File: src/rtl/alu_exec_stage.sv
// Execute-stage ALU: single-cycle ops plus an iterative shift-add unsigned MUL.
// Results and flags are registered; busy/done let the control FSM stall on MUL.
module alu_exec_stage #(
  parameter int WIDTH   = 16,
  parameter int SHAMT_W = 4
) (
  input  logic             clk,
  input  logic             rst,
  input  logic [WIDTH-1:0] ALU_1_IN,
  input  logic [WIDTH-1:0] ALU_2_IN,
  input  logic [3:0]       C_ALUOp,
  input  logic             C_ALUStart,
  output logic [WIDTH-1:0] ALU_Out,
  output logic [WIDTH-1:0] ALU_Hi,
  output logic             ALU_Zero,
  output logic             ALU_Ovf,
  output logic             ALU_Busy,
  output logic             ALU_Done
);

  localparam logic [0:0] IDLE    = 1'b0;
  localparam logic [0:0] MUL_RUN = 1'b1;

  localparam logic [3:0] OP_ADD   = 4'b0000;
  localparam logic [3:0] OP_SUB   = 4'b0001;
  localparam logic [3:0] OP_AND   = 4'b0010;
  localparam logic [3:0] OP_OR    = 4'b0011;
  localparam logic [3:0] OP_XOR   = 4'b0100;
  localparam logic [3:0] OP_NOR   = 4'b0101;
  localparam logic [3:0] OP_SLL   = 4'b0110;
  localparam logic [3:0] OP_SRL   = 4'b0111;
  localparam logic [3:0] OP_SRA   = 4'b1000;
  localparam logic [3:0] OP_SLT   = 4'b1001;
  localparam logic [3:0] OP_PASSB = 4'b1010;
  localparam logic [3:0] OP_MUL   = 4'b1011;

  logic [0:0]         state_q, state_d;
  logic [WIDTH-1:0]   out_q, out_d;
  logic [WIDTH-1:0]   hi_q, hi_d;
  logic               zero_q, zero_d;
  logic               ovf_q, ovf_d;
  logic               busy_q, busy_d;
  logic               done_q, done_d;
  logic [WIDTH-1:0]   a_q, a_d;
  logic [2*WIDTH-1:0] acc_q, acc_d;
  logic [SHAMT_W-1:0] cnt_q, cnt_d;

  logic [SHAMT_W-1:0]      shamt;
  logic [WIDTH-1:0]        sum_w, diff_w, res;
  logic signed [WIDTH-1:0] a_sgn;
  logic                    res_ovf;
  logic [WIDTH:0]          part;
  logic [2*WIDTH-1:0]      acc_step;

  assign shamt = ALU_2_IN[SHAMT_W-1:0];
  assign sum_w = ALU_1_IN + ALU_2_IN;
  assign diff_w = ALU_1_IN - ALU_2_IN;
  assign a_sgn = $signed(ALU_1_IN);

  always_comb begin
    res     = '0;
    res_ovf = 1'b0;
    case (C_ALUOp)
      OP_ADD: begin
        res     = sum_w;
        res_ovf = (ALU_1_IN[WIDTH-1] == ALU_2_IN[WIDTH-1]) &&
                  (sum_w[WIDTH-1] != ALU_1_IN[WIDTH-1]);
      end
      OP_SUB: begin
        res     = diff_w;
        res_ovf = (ALU_1_IN[WIDTH-1] != ALU_2_IN[WIDTH-1]) &&
                  (diff_w[WIDTH-1] != ALU_1_IN[WIDTH-1]);
      end
      OP_AND:   res = ALU_1_IN & ALU_2_IN;
      OP_OR:    res = ALU_1_IN | ALU_2_IN;
      OP_XOR:   res = ALU_1_IN ^ ALU_2_IN;
      OP_NOR:   res = ~(ALU_1_IN | ALU_2_IN);
      OP_SLL:   res = ALU_1_IN << shamt;
      OP_SRL:   res = ALU_1_IN >> shamt;
      OP_SRA:   res = $unsigned(a_sgn >>> shamt);
      OP_SLT:   res = {{(WIDTH-1){1'b0}},
                       $signed(ALU_1_IN) < $signed(ALU_2_IN)};
      OP_PASSB: res = ALU_2_IN;
      default:  res = '0;
    endcase
  end

  // Multiplier sits in the low half of acc and is consumed LSB first.
  always_comb begin
    part = {1'b0, acc_q[2*WIDTH-1:WIDTH]} +
           {1'b0, (acc_q[0] ? a_q : {WIDTH{1'b0}})};
    acc_step = {part, acc_q[WIDTH-1:1]};
  end

  always_comb begin
    state_d = state_q;
    out_d   = out_q;
    hi_d    = hi_q;
    zero_d  = zero_q;
    ovf_d   = ovf_q;
    busy_d  = busy_q;
    done_d  = 1'b0;
    a_d     = a_q;
    acc_d   = acc_q;
    cnt_d   = cnt_q;
    case (state_q)
      IDLE: begin
        if (C_ALUStart) begin
          if (C_ALUOp == OP_MUL) begin
            a_d     = ALU_1_IN;
            acc_d   = {{WIDTH{1'b0}}, ALU_2_IN};
            cnt_d   = '0;
            busy_d  = 1'b1;
            state_d = MUL_RUN;
          end else begin
            out_d  = res;
            hi_d   = '0;
            zero_d = (res == '0);
            ovf_d  = res_ovf;
            done_d = 1'b1;
          end
        end
      end
      default: begin
        acc_d = acc_step;
        cnt_d = cnt_q + 1'b1;
        if (cnt_q == SHAMT_W'(WIDTH-1)) begin
          out_d   = acc_step[WIDTH-1:0];
          hi_d    = acc_step[2*WIDTH-1:WIDTH];
          zero_d  = (acc_step[WIDTH-1:0] == '0);
          ovf_d   = (acc_step[2*WIDTH-1:WIDTH] != '0);
          busy_d  = 1'b0;
          done_d  = 1'b1;
          state_d = IDLE;
        end
      end
    endcase
  end

  always_ff @(posedge clk) begin
    if (rst) begin
      state_q <= IDLE;
      out_q   <= '0;
      hi_q    <= '0;
      zero_q  <= 1'b0;
      ovf_q   <= 1'b0;
      busy_q  <= 1'b0;
      done_q  <= 1'b0;
      a_q     <= '0;
      acc_q   <= '0;
      cnt_q   <= '0;
    end else begin
      state_q <= state_d;
      out_q   <= out_d;
      hi_q    <= hi_d;
      zero_q  <= zero_d;
      ovf_q   <= ovf_d;
      busy_q  <= busy_d;
      done_q  <= done_d;
      a_q     <= a_d;
      acc_q   <= acc_d;
      cnt_q   <= cnt_d;
    end
  end

  assign ALU_Out  = out_q;
  assign ALU_Hi   = hi_q;
  assign ALU_Zero = zero_q;
  assign ALU_Ovf  = ovf_q;
  assign ALU_Busy = busy_q;
  assign ALU_Done = done_q;

endmodule

File: config.mk
export PLATFORM = sky130hd
export DESIGN_NAME = alu_exec_stage
export DESIGN_NICKNAME = d
export VERILOG_FILES = /design/src/rtl/alu_exec_stage.sv
export SDC_FILE = /design/constraint.sdc
export NUM_CORES = 1
export LEC_CHECK = 0
export CAP_MARGIN = 20
export CORE_MARGIN = 5
export CORE_UTILIZATION = 45
export CTS_CLUSTER_SIZE = 16
export DETAILED_ROUTE_END_ITERATION = 8
export PLACE_DENSITY_LB_ADDON = 0.3
export SYNTH_ARGS = -nofsm -noshare
export SYNTH_HDL_FRONTEND = slang
export SYNTH_SLANG_ARGS = --single-unit
File: constraint.sdc
create_clock -name clk -period 3.75 [get_ports clk]
set_input_delay 0.5625 -clock clk [delete_from_list [all_inputs] [get_ports clk]]
set_output_delay 0.5625 -clock clk [all_outputs]
set_load 0.005 [all_outputs]
Word level (Yosys, flattened, before mapping). Cells that the tools add are included.

Output and inout port bits: 36. Input bits: 39. Word-level logic and storage cells: 90. Bits in registers: 89.

Equality and inequality tests: 18. $lt $le $gt $ge: 1. Shift-type cells: 3. Add/sub/neg operators: 4. Bitwise logic cells: 5. Muxes and demuxes: 37. Reduce and logical (&&, ||, !) cells: 12.

Operators by type and width (number): one-hot mux 16 bit (11 select lines) (1); 2-to-1 mux 16 bit (9); 2-to-1 mux 32 bit (3); zero test 16 bit (2); == test 4 bit, second input constant (5); 2-to-1 mux 1 bit (20); adder 16 x 16 -> 17 bit (1); adder 16 bit (1); AND 16 bit (1); == test 4 x 3 -> 1 bit, second input constant (4); less-than comparator 16 bit (1); NOT 16 bit (1); OR 16 bit (1); nonzero test 16 bit (1); left shift 16 x 4 -> 16 bit (1); >> shifter 16 x 4 -> 16 bit (1); >>> shifter 16 x 4 -> 16 bit (1); subtractor 16 bit (1); XOR 16 bit (1); 2-to-1 mux 4 bit (3); AND reduction 3 bit (3); == test 4 x 2 -> 1 bit, second input constant (2); adder 4 x 1 -> 4 bit, second input constant (1); == test 4 x 1 -> 1 bit, second input constant (1); other kinds (10) (14).

Logic depth before layout (Yosys ltp). Gate-level depths: netlist of the first run.

Depth in word-level cells: 7. Mapped depth: 15. Mapped depth without buffers: 13.

Worst setup path after synthesis of the first run. Ideal clock, no wire load.

Path type: input to register. Start point: in ALU_2_IN[2]. End point: reg zero_q (netlist: ALU_Zero). Path slack: -0.250 ns. Path buffers: 4. Stages on the path: 14. Data required time: 3.691 ns. Arrival time: 3.941 ns. Library setup time: 0.059 ns. Cell sequence: buf_2 -> inv_1 -> buf_2 -> clkbuf_1 -> ha_1 -> buf_2 -> or4_1 -> a31o_1 -> a221oi_1 -> a21oi_1 -> a311o_1 -> or4_1 -> nor4_2 -> a31o_1.

Cells in the longest elaborated chain, start to end: 7. Elaborated cells on any way between the ends: 15. Those cells by class: 2 x add/sub; 1 x order compare; 3 x shift; 4 x mux; 4 x bitwise; 1 x reduce/logical.

RTL lines: start, declared (line 10) `input logic [WIDTH-1:0] ALU_2_IN,`; parallel branches: the longest is 2 deep, another holds subtractor 16 bit; one-hot mux 16 bit (11 select lines) (*) (line 63) `case (C_ALUOp)`; zero test 16 bit (*) (line 118) `zero_d = (res == '0);`; 2-to-1 mux 1 bit (*) (line 109) `if (C_ALUOp == OP_MUL) begin`; 2-to-1 mux 1 bit (*) (line 108) `if (C_ALUStart) begin`; 2-to-1 mux 1 bit (*) (line 106) `case (state_q)`; end signal, assigned (line 156) `zero_q <= zero_d;`; end, declared (line 40) `logic zero_q, zero_d;`.

Every way passes the cells marked *. The select of a mux whose other input is x is not followed. A chain may end at the register's enable or synchronous reset.

Worst setup path after layout of the first run.
Start point: in ALU_1_IN[1]. End point: reg zero_q (netlist: ALU_Zero).

Cells in the longest elaborated chain, start to end: 7. Elaborated cells on any way between the ends: 15. Those cells by class: 2 x add/sub; 1 x order compare; 3 x shift; 4 x mux; 4 x bitwise; 1 x reduce/logical.

RTL lines: start, declared (line 9) `input logic [WIDTH-1:0] ALU_1_IN,`; parallel branches: the longest is 2 deep, another holds subtractor 16 bit; one-hot mux 16 bit (11 select lines) (*) (line 63); zero test 16 bit (*) (line 118); 2-to-1 mux 1 bit (*) (line 109); 2-to-1 mux 1 bit (*) (line 108); 2-to-1 mux 1 bit (*) (line 106).

Marks and branches as above.

==> results of run 1 <==
[stage by stage]
step,TNS (ns),cells,hold slack [ns]
4_1_cts,0,1585,0.451
2_1_floorplan,0,1144,0.432
3_5_place_dp,-0.959,1570,0.444
5_1_grt,0,1586,0.475
3_3_place_gp,-0.621,1570,0.437
6_report,0,1586,0.447
[power breakdown]
part	internal [uW]	total, uW	switching [uW]	leakage [uW]
logic	480	1030	551	0.00372
registers	971	987	16.2	0.000721
clock network	517	903	386	0.000146
[cell usage in the layout (no fill, tap or decap), types with 8 or more instances in the layout]
cell type / n
sky130_fd_sc_hd__buf_4: 171
sky130_fd_sc_hd__nand2_1: 147
sky130_fd_sc_hd__a21oi_1: 114
sky130_fd_sc_hd__nor2_1: 112
sky130_fd_sc_hd__dfxtp_1: 89
sky130_fd_sc_hd__ha_1: 71
sky130_fd_sc_hd__clkdlybuf4s50_1: 71
sky130_fd_sc_hd__inv_1: 51
sky130_fd_sc_hd__o21ai_0: 43
sky130_fd_sc_hd__nand2b_1: 22
sky130_fd_sc_hd__nor3_1: 21
sky130_fd_sc_hd__a31oi_1: 20
sky130_fd_sc_hd__nand3_1: 19
sky130_fd_sc_hd__and2_1: 18
sky130_fd_sc_hd__mux2i_1: 18
sky130_fd_sc_hd__o211ai_1: 18
sky130_fd_sc_hd__mux4_2: 17
sky130_fd_sc_hd__a22oi_1: 17
sky130_fd_sc_hd__xnor2_1: 16
sky130_fd_sc_hd__nand4_1: 15
sky130_fd_sc_hd__nor4_1: 14
sky130_fd_sc_hd__a211oi_1: 14
sky130_fd_sc_hd__a311oi_1: 11
sky130_fd_sc_hd__a21o_1: 9
sky130_fd_sc_hd__and3_1: 9
sky130_fd_sc_hd__clkbuf_16: 9
sky130_fd_sc_hd__mux2_2: 8
sky130_fd_sc_hd__a222oi_1: 8
[timing repair]
action / in CTS / in global routing
setup endpoints to repair: 0 / 4
gates resized for setup: 0 / 11
buffers inserted: 0 / 1
[cell families after synthesis]
kind of cell / count (synthesis) / synth area share
flops: 89 / 0.205
fa+ha+maj: 74 / 0.109
mux: 49 / 0.0916
xor+xnor: 21 / 0.0212
simple gates: 436 / 0.248
buf+inv: 136 / 0.0674
compound gates: 339 / 0.257
[registers in the layout (all words and copies together) (netlist names)]
register,flops
ALU_Hi,16
ALU_Busy,1
ALU_Out,16
a_q,16
ALU_Zero,1
acc_q,32
ALU_Done,1
cnt_q,4
state_q,1
ALU_Ovf,1
[layer usage]
layer  vias up  share of wire  track usage
met5         -              0            0
met4         0          0.036       0.0975
met3        81          0.081       0.0386
met2       502           0.45        0.448
met1      4577           0.43        0.397
li1       4562              -            -
[path summary, 6_finish.rpt]
check | end | startpoint | cells past startpoint | slack, ns
max | ALU_Zero | ALU_1_IN[1] | 12 | 0.18
min reg2reg | ALU_Out[0] | ALU_Out[0] | 2 | 0.45
min | ALU_Out[0] | ALU_Out[0] | 2 | 0.45
max reg2reg | ALU_Ovf | acc_q[0] | 12 | 0.74
[worst max-delay path, delay by kind of cell]
kind	cells	cell delay (ns)
buf+inv	2	0.56
compound gates	6	1.29
fa+ha+maj	1	0.30
simple gates	3	1.14
[final cells by class]
cell class	count	area (um^2)
Multi-Input combinational cell	919	6410
Tap cell	260	325
Inverter	52	195
Clock buffer	9	225
Fill cell	1761	7690
Sequential cell	89	1780
Timing Repair Buffer	251	2140
Clock inverter	6	66.3
==> metrics.csv, run 1 <==
metric,value,unit
element type at the critical path end,flip-flop,
slew margin rel.,0.264,
Remaining DRCs,0,
hold crit path type,reg2reg,
total power per unit cell area,262,nW/um^2
CTS tree,done,
Area Growth Syn to Fin,28.3,%
sequential element share of the synthesized area,0.205,
top post-synthesis cells by area,"sky130_fd_sc_hd__dfxtp_1, sky130_fd_sc_hd__ha_1, sky130_fd_sc_hd__a21oi_1",
Slowest Stage Delay on Critical Path,0.55,ns
"Avg Cell Area, Syn",7.59,um^2
remaining antenna violation count after routing,0,
Max rail drop VDD,0.167,mV
number of distinct library cells after synthesis,84,
startpoint type of the worst setup path,input port,
overall die area,22200,um^2
number of synthesized flops with an enable pin,0,
clock root buffer,sky130_fd_sc_hd__clkbuf_16,
Placed Instance Area,10800,um^2
Max Cap Violations,0,
overall fraction of global-route tracks in use,0.283,
vias in the first global route,9141,
number of storage elements in the synthesis netlist,89,
final hold vios,0,
Yosys warning total,0,
total via count after detailed routing,9722,
final standard cell area without fillers,11100,um^2
number of slew-limit violations in the final report,0,
final setup fails,0,
crit path kind,in2reg,
leading cell types by count after synthesis,"sky130_fd_sc_hd__nand2_1, sky130_fd_sc_hd__a21oi_1, sky130_fd_sc_hd__nor2_1",
Post-layout nets,1435,
First DRT Iteration DRCs,1103,
first-pass GRT wire length,50.6,mm
primary flip-flop cell chosen by synthesis mapping,sky130_fd_sc_hd__dfxtp_1,
leading area contributor after synthesis,sky130_fd_sc_hd__dfxtp_1,
pin count of the biggest net entering global routing,61,
floorplan die height,149,um
total congestion overflow after global routing,0,
Critical Path AT,3.86,ns
initial antenna violation count,0,
shortest clock period the worst path allows after layout,3.57,ns
row count,50,
post-layout utilization of the core,0.591,
total power after layout,2920,uW
setup skew after layout,0.0116,ns
area share of the leading cell type in the synthesized netlist,0.205,
Fmax achieved,0.280,GHz
Critical-path top delay cell,sky130_fd_sc_hd__or4_4,
"worst slack, placed",-0.340,ns
share of layout cells above drive strength 1,0.188,
number of hold buffers added after cts,0,
number of ports placed on the die boundary,75,
Syn Inst Count,1144,
port bufs,74,
area of the core region,18800,um^2
required time of the critical path,4.04,ns
period utilization,0.953,
Die X,149,um
Max H-tree Level,3,
routability-driven placement congestion ratio,1.01,
largest driver fanout on the critical path,2,
Pre-Repair DR Iteration Count,6,
outcome,completed,
maximum root-to-sink buffer count,2,
number of buffers created by CTS,9,
via count normalized by instance count,6.13,
post-synth design cell area,8680,um^2
routed len/inst,20.4,um
nets in the synthesized netlist,1257,
total half-perimeter wirelength after legalization and detailed placement,25.2,mm
leakage power,0.00459,uW
Clock Sink Count,89,
Final Worst Setup Slack,0.178,ns
Post-Route WL,32.4,mm
chain of cells forming the critical path,clkdlybuf4s50_1 -> inv_1 -> ha_1 -> o21ba_1 -> or4_4 -> a31o_1 -> a221oi_1 -> a21oi_1 -> a311o_1 -> or4_4 -> nor4_2 -> a31o_1,
share of synthesized registers carrying an async set or reset,0,
insertion delay to the later sink of the worst-skew pair,0.34,ns
antenna cell count,0,
actual slew at the worst max-slew pin,1.10,ns
RSZ-0062 raised after global routing,false,
leading cell type by number of instances after synthesis,sky130_fd_sc_hd__nand2_1,
effective utilization at floorplan,0.461,
clock slew at the register clock pins of the worst setup and hold paths,0.07,ns
(Power assumes the default switching activity.)
==> run 2: changes to the inputs <==
--- a/config.mk
+++ b/config.mk
@@ -10,6 +10,7 @@
 export CORE_UTILIZATION = 45
 export CTS_CLUSTER_SIZE = 16
 export DETAILED_ROUTE_END_ITERATION = 8
+export GPL_TIMING_DRIVEN = 0
 export PLACE_DENSITY_LB_ADDON = 0.3
 export SYNTH_ARGS = -nofsm -noshare
 export SYNTH_HDL_FRONTEND = slang
==> run 2 against run 1 <==
  * Sequential share of layout area rose by 1.2 points
  * Die area did not move
  * Via count decreased by 0.67%
  * Worst hold slack improved by 0.0025 ns
  * Combinational power fell by 10%
  * Utilization is 4.2 points lower
  * Worst setup slack got worse by 0.14 ns
  * Clock skew grew 0.0015 ns
  * Sequential power about the same
  * Non-clock buffer count fell by 79
  * Register-to-register slack worse by 0.13 ns
  * Highest routed layer unchanged
==> metrics.csv, run 2 (same netlist as run 1, synthesis figures left out) <==
metric,value,unit
outcome,completed,
"commonest non-fill, non-tap cell in the layout",sky130_fd_sc_hd__nand2_1,
total half-perimeter wirelength after legalization and detailed placement,26.5,mm
slew margin rel.,0.387,
Remaining DRCs,0,
startpoint type of the worst setup path,input port,
shortest clock period the worst path allows after layout,3.71,ns
pin count of the biggest net entering global routing,16,
via count normalized by instance count,6.40,
Die X,149,um
portion of total power attributed to sequential cells,0.357,
hold crit path type,reg2reg,
leakage power,0.00401,uW
cell count after placement,1481,
initial antenna violation count,0,
internal power of the cells,1810,uW
slack of the worst reg-to-reg path,0.61,ns
floorplan die height,149,um
clock slew at the register clock pins of the worst setup and hold paths,0.07,ns
total via count after detailed routing,9657,
setup skew after layout,0.0131,ns
Max H-tree Level,3,
total area of sequential cells,1780,um^2
Critical Path AT,4.00,ns
Area Growth Syn to Fin,19.1,%
Max Cap Violations,0,
number of buffers created by CTS,9,
row count,50,
overall fraction of global-route tracks in use,0.302,
vias in the first global route,9038,
port bufs,73,
period utilization,0.990,
number of flip-flops in the largest register,32,
antenna cell count,0,
number of hold buffers added after cts,0,
hold endpoint,ALU_Hi[8],
maximum root-to-sink buffer count,2,
switch share,0.346,
crit path kind,in2reg,
number of ports placed on the die boundary,75,
effective utilization at floorplan,0.461,
share of layout cells above drive strength 1,0.111,
total power per unit cell area,268,nW/um^2
Top reg by flops,acc_q,
Cells on Worst Hold Path,2,
Post-Route WL,34.3,mm
CTS tree,done,
Clock Sink Count,89,
largest driver fanout on the critical path,11,
part of the power in the clock network,0.310,
First DRT Iteration DRCs,1067,
total power after layout,2770,uW
Pre-Repair DR Iteration Count,8,
clock root buffer,sky130_fd_sc_hd__clkbuf_16,
worst slack on hold paths,0.449,ns
required time of the critical path,4.04,ns
Critical R2R Launch,acc_q[0],
most frequent cells in the layout,"sky130_fd_sc_hd__nand2_1, sky130_fd_sc_hd__a21oi_1, sky130_fd_sc_hd__nor2_1, sky130_fd_sc_hd__dfxtp_1, sky130_fd_sc_hd__ha_1",
switching power of the nets,959,uW
first-pass GRT wire length,52.7,mm
endpoint of the worst register-to-register path,ALU_Ovf,
Max rail drop VDD,0.222,mV
power share of the combinational group,0.333,
final setup fails,0,
area of the multi-input gates,6460,um^2
Fmax achieved,0.269,GHz
routability-driven placement congestion ratio,0.991,
routed len/inst,22.7,um
area of the core region,18800,um^2
remaining antenna violation count after routing,0,
actual slew at the worst max-slew pin,0.915,ns
hold path startpoint,ALU_Hi[8],
Post-layout nets,1356,
r2r worst-path depth,12,
"number of standard cells in the layout, taps in and fillers out",1508,
total congestion overflow after global routing,0,
fillcell total,1887,
insertion delay to the later sink of the worst-skew pair,0.34,ns
final hold vios,0,
number of slew-limit violations in the final report,0,
overall die area,22200,um^2
setup tns final,0,ns
element type at the critical path end,flip-flop,
[run 2: power by group through the flow]
stage	registers, uW	logic (uW)	clock network, uW
6_report	988	922	858
2_1_floorplan	1010	524	0
5_1_grt	991	981	924
3_3_place_gp	1010	837	0
4_1_cts	988	870	869
3_5_place_dp	1010	840	0
[run 2: worst max path at each step]
stage,from,endpoint,slack (ns),cells after the start
floorplan,ALU_2_IN[2],ALU_Zero,0.03,14
global placement,ALU_2_IN[2],ALU_Zero,-1.89,16
detailed placement,ALU_2_IN[2],ALU_Zero,-1.90,16
CTS,ALU_2_IN[3],ALU_Zero,0.007,13
global route,ALU_2_IN[2],ALU_Zero,-0.04,17
finish,ALU_2_IN[2],ALU_Zero,0.04,17
[run 2: what timing repair did]
action / CTS / global route
gates resized for setup: 71 / 46
buffers inserted: 8 / 3
endpoints found under the setup margin: 14 / 6
pin swaps: 4 / 12
[run 2: metal layers]
layer,track usage,part of all wire
met5,0,0
met1,0.415,0.42
met2,0.474,0.45
met4,0.113,0.038
met3,0.0553,0.094
[run 2: critical path, stage by stage]
cell                        delay, ns
sky130_fd_sc_hd__buf_4           0.15
sky130_fd_sc_hd__buf_6           0.12
sky130_fd_sc_hd__inv_1           0.06
sky130_fd_sc_hd__buf_6           0.13
sky130_fd_sc_hd__clkbuf_16       0.17
sky130_fd_sc_hd__ha_1            0.29
sky130_fd_sc_hd__buf_6           0.16
sky130_fd_sc_hd__a211oi_4        0.28
sky130_fd_sc_hd__buf_4           0.17
sky130_fd_sc_hd__o21bai_1        0.07
sky130_fd_sc_hd__a21oi_1         0.19
sky130_fd_sc_hd__xnor2_1         0.17
sky130_fd_sc_hd__o221ai_2        0.18
sky130_fd_sc_hd__or3_1           0.37
sky130_fd_sc_hd__or4_4           0.54
sky130_fd_sc_hd__nor4_4          0.22
sky130_fd_sc_hd__a31o_1          0.17
[run 2: final cells by class]
| type | count | area share |
|---|---|---|
| Sequential cell | 89 | 0.172 |
| Clock inverter | 5 | 0.00363 |
| Multi-Input combinational cell | 919 | 0.625 |
| Buffer | 84 | 0.0466 |
| Timing Repair Buffer | 88 | 0.0783 |
| Clock buffer | 11 | 0.0235 |
| Tap cell | 260 | 0.0315 |
| Inverter | 52 | 0.0191 |
[run 2: stage by stage]
stage | util | setup slack (ns) | instance area, um^2
after floorplan | - | 0.0255 | 8700
after global placement | 0.518 | -1.89 | 9760
after detailed placement | 0.520 | -1.90 | 9780
after CTS | 0.544 | 0.00726 | 10200
after global routing | 0.549 | -0.0351 | 10300
final | 0.549 | 0.0381 | 10300
==> run 3: changes to the inputs <==
--- a/config.mk
+++ b/config.mk
@@ -6,12 +6,13 @@
 export NUM_CORES = 1
 export LEC_CHECK = 0
 export CAP_MARGIN = 20
-export CORE_MARGIN = 5
-export CORE_UTILIZATION = 45
+export CORE_MARGIN = 1
+export CORE_UTILIZATION = 34
 export CTS_CLUSTER_SIZE = 16
 export DETAILED_ROUTE_END_ITERATION = 8
 export GPL_TIMING_DRIVEN = 0
 export PLACE_DENSITY_LB_ADDON = 0.3
+export RECOVER_POWER = 100
 export SYNTH_ARGS = -nofsm -noshare
 export SYNTH_HDL_FRONTEND = slang
 export SYNTH_SLANG_ARGS = --single-unit
==> run 3 against run 2 <==
  * The run now ends with negative setup slack left
  * Final cell count increased by 4.9%
  * Register-to-register slack got worse by 0.28 ns
  * Critical path type unchanged
  * Combinational power about the same
  * Global-route usage decreased by 4.6 points
  * Utilization decreased by 13 points
  * Critical endpoint unchanged
  * Power increased by 4.5%
  * Critical path depth decreased by 7
  * Clock power increased by 15%
  * Routed wire length decreased by 0.26%
  * Largest power group unchanged
  * Via count decreased by 1.4%
  * Flip-flop and latch count unchanged
  * Design area increased by 1.4%
==> metrics.csv, run 3 (same netlist as run 1, synthesis figures left out) <==
metric,value,unit
outcome,finished with violations,
failing checks,negative setup slack,
total power after layout,2890,uW
area of the core region,25100,um^2
chain of cells forming the critical path,clkdlybuf4s50_1 -> nor4b_2 -> clkbuf_1 -> nor2_1 -> nor2_1 -> a21oi_1 -> o2111a_1 -> o21ai_0 -> nor4_4 -> a31o_1,
actual slew at the worst max-slew pin,0.986,ns
total via count after detailed routing,9517,
Slowest Stage Delay on Critical Path,0.65,ns
initial antenna violation count,0,
Final Worst Setup Slack,-0.0302,ns
most frequent cells in the layout,"sky130_fd_sc_hd__nand2_1, sky130_fd_sc_hd__nor2_1, sky130_fd_sc_hd__a21oi_1, sky130_fd_sc_hd__dfxtp_1, sky130_fd_sc_hd__ha_1",
Critical Path AT,4.02,ns
crit path kind,in2reg,
number of buffers created by CTS,9,
detailed-routed wire length on met2,15.3,mm
antenna cell count,0,
period utilization,1.01,
required time of the critical path,3.99,ns
Remaining DRCs,0,
share of layout cells above drive strength 1,0.115,
final hold vios,0,
routability-driven placement congestion ratio,0.987,
row count,58,
Max Cap Violations,0,
final setup fails,1,
Post-layout nets,1360,
number of flip-flops in the largest register,32,
element type at the critical path end,flip-flop,
met1 wire length,15.2,mm
effective utilization at floorplan,0.346,
number of slew-limit violations in the final report,0,
Die X,162,um
First DRT Iteration DRCs,906,
CTS tree,done,
routed len/inst,21.6,um
total half-perimeter wirelength after legalization and detailed placement,26.5,mm
setup skew after layout,0.00897,ns
largest driver fanout on the critical path,10,
top layer in use,met4,
shortest clock period the worst path allows after layout,3.78,ns
"commonest non-fill, non-tap cell in the layout",sky130_fd_sc_hd__nand2_1,
insertion delay to the later sink of the worst-skew pair,0.35,ns
startpoint type of the worst setup path,input port,
Clock Sink Count,89,
remaining antenna violation count after routing,0,
Area Growth Syn to Fin,20.8,%
total power per unit cell area,276,nW/um^2
worst slack on hold paths,0.446,ns
overall fraction of global-route tracks in use,0.256,
Top reg by flops,acc_q,
Critical-path top delay cell,sky130_fd_sc_hd__nor4b_2,
clock slew at the register clock pins of the worst setup and hold paths,0.06,ns
Post-Route WL,34.2,mm
clock root buffer,sky130_fd_sc_hd__clkbuf_16,
Fmax achieved,0.265,GHz
slew margin rel.,0.338,
Max rail drop VDD,0.251,mV
Max H-tree Level,3,
RSZ-0062 raised after global routing,true,
hold crit path type,reg2reg,
pin count of the biggest net entering global routing,15,
most repeated library cell on the critical path,sky130_fd_sc_hd__nor2_1,
floorplan die height,162,um
overall die area,26200,um^2
leakage power,0.00415,uW
number of ports placed on the die boundary,75,
first-pass GRT wire length,51.9,mm
via count normalized by instance count,6.02,
vias in the first global route,8795,
port bufs,73,
met3 wirelength from detailed routing,2.51,mm
maximum root-to-sink buffer count,2,
Pre-Repair DR Iteration Count,7,
total congestion overflow after global routing,0,
run 3: cell types whose count changed in the layout (fill, tap and decap cells not counted), sizes merged, moves of 2 or more:
cell	before	now
clkdlybuf4s50	55	22
inv	53	50
bufinv	0	2
dlygate4sd3	0	36
clkbuf	73	77
buf	44	46
dlygate4sd2	4	1
run 3: worst paths after layout:
| check | from | depth (start not counted) | end | slack (ns) |
|---|---|---|---|---|
| setup / recovery | C_ALUOp[1] | 10 | ALU_Zero | -0.03 |
| hold / removal | ALU_Hi[8] | 2 | ALU_Hi[8] | 0.45 |
| hold reg to reg | ALU_Hi[8] | 2 | ALU_Hi[8] | 0.45 |
| setup reg to reg | state_q | 9 | ALU_Zero | 0.33 |
run 3: layout make-up:
type | instances | area, um^2
Fill cell | 2617 | 14600
Multi-Input combinational cell | 919 | 6480
Sequential cell | 89 | 1780
Timing Repair Buffer | 94 | 853
Buffer | 82 | 429
Tap cell | 330 | 413
Clock buffer | 12 | 246
Inverter | 52 | 201
Clock inverter | 4 | 76.3
run 3: per-layer routing:
layer / GRT usage / vias up
li1: - / 4425
met1: 0.353 / 4533
met2: 0.410 / 466
met3: 0.0294 / 93
met4: 0.0939 / 0
met5: 0 / -
run 3: through the flow:
step                      instances  setup TNS (ns)  instance area [um^2]  worst slack [ns]  utilization
after floorplan                1144               0                  8700            0.0255            -
after global placement         1547          -14.05                  9840             -1.55        0.392
after detailed placement       1549          -13.80                  9850             -1.60        0.392
after CTS                      1568         -0.0942                 10300           -0.0931        0.409
after global routing           1582          -0.241                 10500            -0.109        0.418
final                          1582         -0.0302                 10500           -0.0302        0.418
run 3: timing repair:
action                                  CTS  global route
setup buffers                             3            15
hold buffers                              0             0
resized for setup                        46            54
endpoints found under the setup margin   15            11
gates cloned                              0             0
pin swaps                                 3             7
run 3: critical path, delay by kind of cell:
kind / cells / cell delay, ns
AND/OR/NAND/NOR: 4 / 1.33
buffers and inverters: 2 / 1.09
AO/OA/AOI/OAI: 4 / 1.04
run 3: report_power, final:
group | internal, uW | leakage, uW | switching (uW) | total [uW]
registers | 971 | 0.000721 | 15.7 | 987
clock network | 604 | 0.000153 | 380 | 984
logic | 365 | 0.00328 | 556 | 921
